==> src/rtl/mips32_pkg.sv <==
// Shared MIPS32 definitions: opcodes, instruction classes and the fetch FSM state type.
// Used by the fetch front end and the downstream pipeline stages.
package mips32_pkg;

    localparam logic [5:0] OP_ADD   = 6'h00;
    localparam logic [5:0] OP_SUB   = 6'h01;
    localparam logic [5:0] OP_AND   = 6'h02;
    localparam logic [5:0] OP_OR    = 6'h03;
    localparam logic [5:0] OP_SLT   = 6'h04;
    localparam logic [5:0] OP_MUL   = 6'h05;
    localparam logic [5:0] OP_LW    = 6'h08;
    localparam logic [5:0] OP_SW    = 6'h09;
    localparam logic [5:0] OP_ADDI  = 6'h0A;
    localparam logic [5:0] OP_SUBI  = 6'h0B;
    localparam logic [5:0] OP_SLTI  = 6'h0C;
    localparam logic [5:0] OP_BNEQZ = 6'h0D;
    localparam logic [5:0] OP_BEQZ  = 6'h0E;
    localparam logic [5:0] OP_HLT   = 6'h3F;

    typedef enum logic [2:0] {
        IT_RR_ALU,
        IT_RM_ALU,
        IT_LOAD,
        IT_STORE,
        IT_BRANCH,
        IT_HALT
    } instr_type_t;

    typedef enum logic {
        FETCH,
        HALT
    } fetch_state_t;

    function automatic logic is_halt(input logic [31:0] ir);
        return ir[31:26] == OP_HLT;
    endfunction

    // Unknown opcodes decode as register-register ALU ops; the decoder flags them separately.
    function automatic instr_type_t decode_type(input logic [5:0] op);
        instr_type_t t;
        case (op)
            OP_ADD, OP_SUB, OP_AND, OP_OR, OP_SLT, OP_MUL: t = IT_RR_ALU;
            OP_ADDI, OP_SUBI, OP_SLTI:                     t = IT_RM_ALU;
            OP_LW:                                         t = IT_LOAD;
            OP_SW:                                         t = IT_STORE;
            OP_BNEQZ, OP_BEQZ:                             t = IT_BRANCH;
            OP_HLT:                                        t = IT_HALT;
            default:                                       t = IT_RR_ALU;
        endcase
        return t;
    endfunction

endpackage

==> src/rtl/mips32_sync_fifo.sv <==
// Small synchronous FIFO with flush and occupancy count; DEPTH must be a power of two.
// Storage is not reset, so the head word is only meaningful while count is non-zero.
module mips32_sync_fifo #(
    parameter int WIDTH = 32,
    parameter int DEPTH = 4
) (
    input  logic                     clk1,
    input  logic                     reset,
    input  logic                     push,
    input  logic [WIDTH-1:0]         push_data,
    input  logic                     pop,
    input  logic                     flush,
    output logic [WIDTH-1:0]         head,
    output logic [$clog2(DEPTH):0]   count
);
    localparam int PW = $clog2(DEPTH);

    logic [WIDTH-1:0] mem [DEPTH];
    logic [PW-1:0]    wr_ptr;
    logic [PW-1:0]    rd_ptr;

    always_ff @(posedge clk1 or posedge reset) begin
        if (reset) begin
            wr_ptr <= '0;
            rd_ptr <= '0;
            count  <= '0;
        end else if (flush) begin
            wr_ptr <= '0;
            rd_ptr <= '0;
            count  <= '0;
        end else begin
            if (push) wr_ptr <= wr_ptr + PW'(1);
            if (pop)  rd_ptr <= rd_ptr + PW'(1);
            count <= count + (PW+1)'(push) - (PW+1)'(pop);
        end
    end

    always_ff @(posedge clk1) begin
        if (push && !flush) mem[wr_ptr] <= push_data;
    end

    assign head = mem[rd_ptr];

endmodule

==> src/rtl/mips32_fetch_queue.sv <==
// MIPS32 instruction fetch front end: PC, credit-limited memory requests, prefetch queue,
// branch redirect flush and halt-on-HLT.
module mips32_fetch_queue
    import mips32_pkg::*;
#(
    parameter int            DEPTH    = 4,
    parameter int            AW       = 10,
    parameter logic [AW-1:0] RESET_PC = '0
) (
    input  logic          clk1,
    input  logic          reset,
    output logic          imem_req_valid,
    output logic [AW-1:0] imem_req_addr,
    input  logic          imem_req_ready,
    input  logic          imem_rsp_valid,
    input  logic [31:0]   imem_rsp_data,
    input  logic          redirect_valid,
    input  logic [AW-1:0] redirect_pc,
    output logic          out_valid,
    output logic [31:0]   out_ir,
    output logic [31:0]   out_npc,
    input  logic          out_ready,
    output logic          halted
);
    localparam int CW = $clog2(DEPTH) + 1;

    fetch_state_t  state, state_next;
    logic [AW-1:0] pc;
    logic [CW-1:0] occupancy, outstanding, outstanding_next, stale, stale_next;
    logic [AW-1:0] rsp_addr;
    logic [63:0]   q_head;
    logic          req_accept, push, pop, hlt_enq;

    // Queue slots plus in-flight requests never exceed DEPTH, so a response always has room.
    assign imem_req_valid = !reset && (state == FETCH) &&
                            (({1'b0, occupancy} + {1'b0, outstanding}) < (CW+1)'(DEPTH));
    assign imem_req_addr  = pc;
    assign req_accept     = imem_req_valid && imem_req_ready;

    assign push    = imem_rsp_valid && (stale == '0) && !redirect_valid;
    assign pop     = out_valid && out_ready;
    assign hlt_enq = push && is_halt(imem_rsp_data);
    assign outstanding_next = outstanding + CW'(req_accept) - CW'(imem_rsp_valid);

    always_comb begin
        state_next = state;
        stale_next = stale;
        if (imem_rsp_valid && (stale != '0)) stale_next = stale - CW'(1);
        // Everything still in flight after a redirect or an HLT belongs to the abandoned path.
        if (redirect_valid) begin
            state_next = FETCH;
            stale_next = outstanding_next;
        end else if (hlt_enq) begin
            state_next = HALT;
            stale_next = outstanding_next;
        end
    end

    always_ff @(posedge clk1 or posedge reset) begin
        if (reset) begin
            state <= FETCH;
            stale <= '0;
            pc    <= RESET_PC;
        end else begin
            state <= state_next;
            stale <= stale_next;
            if (redirect_valid)  pc <= redirect_pc;
            else if (req_accept) pc <= pc + AW'(1);
        end
    end

    mips32_sync_fifo #(.WIDTH(AW), .DEPTH(DEPTH)) u_addr_shadow (
        .clk1      (clk1),
        .reset     (reset),
        .push      (req_accept),
        .push_data (pc),
        .pop       (imem_rsp_valid),
        .flush     (1'b0),
        .head      (rsp_addr),
        .count     (outstanding)
    );

    mips32_sync_fifo #(.WIDTH(64), .DEPTH(DEPTH)) u_instr_queue (
        .clk1      (clk1),
        .reset     (reset),
        .push      (push),
        .push_data ({{(32-AW){1'b0}}, rsp_addr + AW'(1), imem_rsp_data}),
        .pop       (pop),
        .flush     (redirect_valid),
        .head      (q_head),
        .count     (occupancy)
    );

    assign out_valid = (occupancy != '0);
    assign out_ir    = out_valid ? q_head[31:0]  : '0;
    assign out_npc   = out_valid ? q_head[63:32] : '0;
    assign halted    = (state == HALT);

    always @(posedge clk1) begin
        assert (!(imem_rsp_valid && (outstanding == '0)));
    end

endmodule

==> config.mk <==
export PLATFORM = sky130hd
export DESIGN_NAME = mips32_fetch_queue
export DESIGN_NICKNAME = d
export VERILOG_FILES = /design/src/rtl/mips32_pkg.sv /design/src/rtl/mips32_sync_fifo.sv /design/src/rtl/mips32_fetch_queue.sv
export SDC_FILE = /design/constraint.sdc
export NUM_CORES = 1
export LEC_CHECK = 0
export BUFFER_PORTS_ARGS = -buffer_cell sky130_fd_sc_hd__buf_2
export CORE_ASPECT_RATIO = 1.2
export CORE_MARGIN = 2
export CORE_UTILIZATION = 58
export DETAILED_ROUTE_END_ITERATION = 6
export PLACE_DENSITY_LB_ADDON = 0.12
export SLEW_MARGIN = 20
export SYNTH_ARGS = -nofsm -noshare
export SYNTH_HDL_FRONTEND = slang
export SYNTH_SLANG_ARGS = --single-unit
export TNS_END_PERCENT = 1
==> constraint.sdc <==
create_clock -name clk1 -period 2.82 [get_ports clk1]
set_input_delay 0.564 -clock clk1 [delete_from_list [all_inputs] [get_ports clk1]]
set_output_delay 0.564 -clock clk1 [all_outputs]
set_load 0.005 [all_outputs]
Word-level counts from Yosys, hierarchy flattened
Memory sizes are Yosys's and may differ from the RTL's. Cells that the tools add are included.

Register bits after elaboration: 28. Bits in writable memories: 208. Input bits: 48. Output and inout bits: 77. Word-level logic and storage cells: 63. Memories: 2.

Add/sub/neg operators: 12. Order comparisons: 1. Equal/unequal tests: 1. Muxes and demuxes: 18. Bitwise operators: 1. Reductions and logical operators: 19.

Memories: u_instr_queue.mem (words 4, width 42, rd ports 1, clocked after memory_dff 0, wr ports 1, line mips32_sync_fifo.sv:18) `logic [WIDTH-1:0] mem [DEPTH];`; u_addr_shadow.mem (words 4, width 10, rd ports 1, clocked after memory_dff 0, wr ports 1, line mips32_sync_fifo.sv:18).

Operators with widths (count): $mux 32 (2); $add 10x1->10 const B (2); $mux 10 (2); $mux 3 (4); $logic_and 1x1->1 (9); $reduce_bool 3->1 (3); $add 2x1->2 const B (4); $mux 2 (4); $reduce_bool 2->1 (4); $add 3x1->3 (2); $eq 6x6->1 const B (1); $mux 1 (6); $sub 3x1->3 (2); $add 3x3->4 (1); $lt 4x3->1 const B (1); $logic_not 3->1 (1); $sub 3x1->3 const B (1); $logic_not 1->1 (2); $not 1->1 (1).

Logic depth before layout (Yosys ltp)
Word-level depth: 8. Mapped depth: 10. Depth with buffers taken out: 9.

Hierarchy
From an unflattened synthesis, not the netlist that was laid out.

Cell total of the unflattened synthesis: 667. Area total of the unflattened synthesis: 13155.1 um2.

By module, submodules not included: mips32_sync_fifo at u_instr_queue (instances 1, cells each 373, area each 9691.8 um2, seq. area each 7862.5 um2); mips32_sync_fifo at u_addr_shadow (instances 1, cells each 90, area each 1875.5 um2, seq. area each 1376.3 um2); mips32_fetch_queue (instances 1, cells each 204, area each 1587.8 um2, seq. area each 350.3 um2).

Least setup slack after synthesis
Ideal clock, no wire load.

Kind: in2reg. From: input port imem_rsp_valid. To: memory u_instr_queue.mem[0][0] in the netlist's numbering (enable). Library setup time: 0.404 ns. Arrival time: 2.139 ns. Data required time: 2.416 ns. Path slack: 0.277 ns. Cell stages on the path: 4. Buffers on the path: 1. Cell sequence: buf_2 -> nand3b_1 -> nor2_1 -> and2_1.

Cells in the longest elaborated chain, start to end: 5.

RTL lines: from (decl) (line mips32_fetch_queue.sv:15) `input logic imem_rsp_valid,`; $logic_and 1x1->1 (2 in series) (line mips32_fetch_queue.sv:40) `assign push = imem_rsp_valid && (stale == '0) && !redirect_valid;`; $logic_and 1x1->1 (line mips32_sync_fifo.sv:39) `if (push && !flush) mem[wr_ptr] <= push_data;`; $mux 1 (line mips32_sync_fifo.sv:39); $mux 1 (not written as such) (line mips32_sync_fifo.sv:39); to (decl) (line mips32_sync_fifo.sv:18).

No other way between the ends.

Worst setup path after layout
From: register u_instr_queue.rd_ptr[0]. To: output port out_ir[27].

Cells in the longest elaborated chain, start to end: 2.

RTL lines: from (decl) (line mips32_sync_fifo.sv:20) `logic [PW-1:0] rd_ptr;`; from (signal assigned) (line mips32_sync_fifo.sv:33) `if (pop) rd_ptr <= rd_ptr + PW'(1);`; $mem_v2 4x42; $mux 32 (line mips32_fetch_queue.sv:95) `assign out_ir = out_valid ? q_head[31:0] : '0;`; to (decl) (line mips32_fetch_queue.sv:20) `output logic [31:0] out_ir,`.

No other way between the ends.

==> parameters.txt <==
Parameter                              Value

Timing
  Worst slew margin relative to its limit    64.5%
  Time the final worst path needs with I/O delays and setup    2.62 ns
  Total of endpoints with negative setup slack in the final report    0
  Fraction of the cycle the final worst path needs    93.1%
  Fin. Hold Viols    0
  Worst-case hold slack    0.171 ns
  Final-layout setup total negative slack    0 ns
  Final Skew    0.00914 ns
  RSZ-0062 raised after global routing    false
  PnR worst setup slack    approximately 0.20 ns
  Slew @ Worst Pin    0.533 ns
  Pins over their slew limit    0
  Highest clock frequency the design can meet    ~380 MHz

Layout
  Post-layout nets    728
  Signed area change from the synthesized netlist to the final layout    15.5%
  Share of final-layout standard cells stronger than drive strength 1    32.0%
  Most common library cell in the layout ignoring fill and taps    sky130_fd_sc_hd__edfxtp_1
  Commonest cells after routing, fill and taps aside    sky130_fd_sc_hd__edfxtp_1 (208), sky130_fd_sc_hd__buf_2 (102), sky130_fd_sc_hd__mux4_2 (52), sky130_fd_sc_hd__and2_1 (47), sky130_fd_sc_hd__dfrtp_1 (26)

Clock network
  Clock transition at the registers of the reported paths    0.06 ns
  Number of levels in the clock H-tree    1
  TritonCTS clock tree    built
  Clock Tree Root    sky130_fd_sc_hd__clkbuf_16
  Number of buffers inserted during clock tree synthesis    23
  Count of hold-fix buffers inserted at cts    0
  Num Clock Sinks    236
  Longest Clk Path Bufs    3
  Insertion delay of the later-clocked pin in the worst-skew pair    0.50 ns

Synthesis
  Distinct cell type count after synthesis    41
  Top cell type's share of synthesized area    around 64%
  Cell area after synthesis    0.00977 mm²
  Number of cells produced by synthesis    between 500 and 600
  Largest cells by area after synthesis    sky130_fd_sc_hd__edfxtp_1 (64%), sky130_fd_sc_hd__mux4_2 (12%), sky130_fd_sc_hd__dfrtp_1 (7.2%), sky130_fd_sc_hd__and2_1 (3.3%), sky130_fd_sc_hd__ha_1 (2.3%)
  Flops & latches, synth    236
  Share of async-settable or async-resettable flops after synthesis    11.9%
  Number of enable flip-flop cells after synthesis    about 210
  Number of warnings issued by yosys    0
  Seq/Total Area, Yosys    71.1%
  Average instance area after synthesis    18.1 µm²
  Most used flip-flop cell after synthesis    sky130_fd_sc_hd__edfxtp_1
  Area leader, netlist    sky130_fd_sc_hd__edfxtp_1

Floorplanning
  Core Region    0.0167 mm²
  Starting density of the core    between 50% and 60%
  Die height    146 µm
  Floorplan row count    52
  Total die area    0.0179 mm²
  Io pins    ~130
  Die boundary width    roughly 120 µm

Power
  Pint    ~0.0072 W
  Max VDD drop    496 µV
  Switching part of the total power    27.6%
  Switching power summed over all nets    0.00274 W
  Relative contribution of combinational cells to total power    27.5%
  Design Power    0.00993 W
  P_leak    4.07 nW
  Clock share of power    between 20% and 30%
  Power density normalized to cell area    between 800 and 900 mW/mm²
  Sequential group share of total power    44.6%

GRT
  Leftover overflow at the end of global routing    0
  Pin count of the biggest net entering global routing    45
  Tot GR Track Use    20.2%
  Antenna violations before repair    1
  First-pass GRT wire length    27.9 mm
  Via count of the first global-routing pass    about 5300

Worst setup path
  Data required time of the worst path    2.26 ns
  Worst EP arrival    2.06 ns
  Worst reg2reg setup slack    0.43 ns
  CP Max Fanout    11
  Endpoint of the worst register-to-register path    stale[1]$_DFFE_PP0P_
  Reg-to-reg critical path startpoint    u_instr_queue.count[2]$_DFF_PP0_
  Crit-path slowest cell    sky130_fd_sc_hd__mux4_2
  Critical Path, Cell by Cell    buf_4 -> mux4_2 -> and2_1 -> buf_2
  Endpoint kind of the worst setup timing path    output pin
  Crit Path Category    reg -> out
  Worst-case reg-to-reg path depth    7
  Worst path max stage delay    0.52 ns
  Crit start category    flip-flop

Placement
  Post-placement worst setup slack    0.377 ns
  Port buffer count    102
  Final RePlAce weighted congestion    roughly 0.76
  Half-perimeter wire length after placement    11.1 mm

Drt
  Wire length per cell    19.3 µm
  Number of DRC violations after detailed-routing iteration 0    roughly 350
  Total length of routed wires    roughly 17 mm
  Number of optimization iterations in the first detailed-route pass    4
  Total number of vias    4967
  Remaining antenna violation count    0
  Number of vias per cell after detailed routing    5.57
  Drt drc    0

Job
  Max Cap Violations    0

Min path
  Classification of the worst-slack hold path    in -> async

Status
  Outcome    complete, no violations
-- worst max path at each step --
stage | slack, ns | from | cells after the start | to
global placement | 0.42 | imem_rsp_valid | 5 | u_instr_queue.mem[2][26]$_DFFE_PP_
finish | 0.20 | u_instr_queue.rd_ptr[0]$_DFFE_PP0P_ | 4 | out_ir[27]
global route | 0.11 | u_instr_queue.rd_ptr[0]$_DFFE_PP0P_ | 4 | out_ir[30]
CTS | 0.17 | u_instr_queue.rd_ptr[0]$_DFFE_PP0P_ | 4 | out_ir[28]
floorplan | 0.28 | imem_rsp_valid | 4 | u_instr_queue.mem[0][0]$_DFFE_PP_
detailed placement | 0.38 | imem_rsp_valid | 5 | u_instr_queue.mem[2][29]$_DFFE_PP_
-- synthesized netlist by cell type, types with 4 or more instances --
| library cell | count |
|---|---|
| sky130_fd_sc_hd__buf_2 | 8 |
| sky130_fd_sc_hd__nand2_1 | 10 |
| sky130_fd_sc_hd__buf_4 | 22 |
| sky130_fd_sc_hd__and2_1 | 51 |
| sky130_fd_sc_hd__edfxtp_1 | 208 |
| sky130_fd_sc_hd__o21ai_0 | 11 |
| sky130_fd_sc_hd__nor2_1 | 19 |
| sky130_fd_sc_hd__dfrtp_1 | 28 |
| sky130_fd_sc_hd__inv_1 | 19 |
| sky130_fd_sc_hd__or3_1 | 6 |
| sky130_fd_sc_hd__nand3_1 | 7 |
| sky130_fd_sc_hd__ha_1 | 18 |
| sky130_fd_sc_hd__clkbuf_1 | 13 |
| sky130_fd_sc_hd__nand4_1 | 4 |
| sky130_fd_sc_hd__a31oi_1 | 9 |
| sky130_fd_sc_hd__mux4_2 | 52 |
| sky130_fd_sc_hd__xnor2_1 | 9 |
| sky130_fd_sc_hd__xor2_1 | 10 |
-- stage by stage --
| step | instances | util, % | area, µm² |
|---|---|---|---|
| after CTS | 890 | 67.8 | 11300 |
| after detailed placement | 849 | 63.5 | 10600 |
| after floorplan | 560 | - | 9850 |
| after global routing | 891 | 67.8 | 11300 |
| final | 891 | 67.8 | 11300 |
| after global placement | 849 | 63.5 | 10600 |
-- kinds of logic after synthesis --
| kind of cell | count (synthesis) | synth area share (%) |
|---|---|---|
| compound gates | 27 | 1.64 |
| xor+xnor | 19 | 1.70 |
| fa+ha+maj | 20 | 2.71 |
| buf+inv | 65 | 3.52 |
| flops | 236 | 71.1 |
| mux | 55 | 12.3 |
| other cells | 1 | 0.0384 |
| simple gates | 116 | 7.02 |
-- critical path: cells and delay by family (launching register included) --
family,cells,cell delay [ns]
buf+inv,2,0.40
flops,1,0.47
mux,1,0.52
simple gates,1,0.18
-- sequential cells by signal, indices dropped and copies added, names as in the netlist --
name / count
u_instr_queue.mem: 168
u_addr_shadow.mem: 40
imem_req_addr: 10
stale: 3
u_addr_shadow.count: 3
u_instr_queue.count: 3
u_addr_shadow.rd_ptr: 2
u_addr_shadow.wr_ptr: 2
u_instr_queue.rd_ptr: 2
u_instr_queue.wr_ptr: 2
halted: 1
-- power by group through the flow --
stage	Sequential [W]	Clock [W]	Combinational [W]
after floorplan	0.00438	0	0.00194
after global placement	0.00453	0	0.00260
after detailed placement	0.00455	0	0.00268
after CTS	0.00443	0.00285	0.00280
after global routing	0.00446	0.00298	0.00305
final	0.00442	0.00278	0.00273
-- layer usage --
layer,share of wire [%],GRT usage (%),vias up
met1,41,26.0,2514
met5,0,0,-
met2,52,35.8,152
li1,-,-,2269
met4,2.1,5.23,0
met3,5.3,3.36,32
-- cell type report --
class	count	area, µm²
clock inverter	11	73.8
multi-input combinational	259	2570
timing repair buffer	119	738
fill	1163	5370
clock buffer	28	604
tap	216	270
inverter	21	78.8
antenna	1	2.50
sequential	236	6950
-- what timing repair did --
action                                  in CTS  in global routing
resized for setup                            0                  0
endpoints found under the hold margin        0                  0
endpoints found under the setup margin      16                  0
buffers inserted                             2                  0
Note: power is estimated with default switching activity, not from simulation.
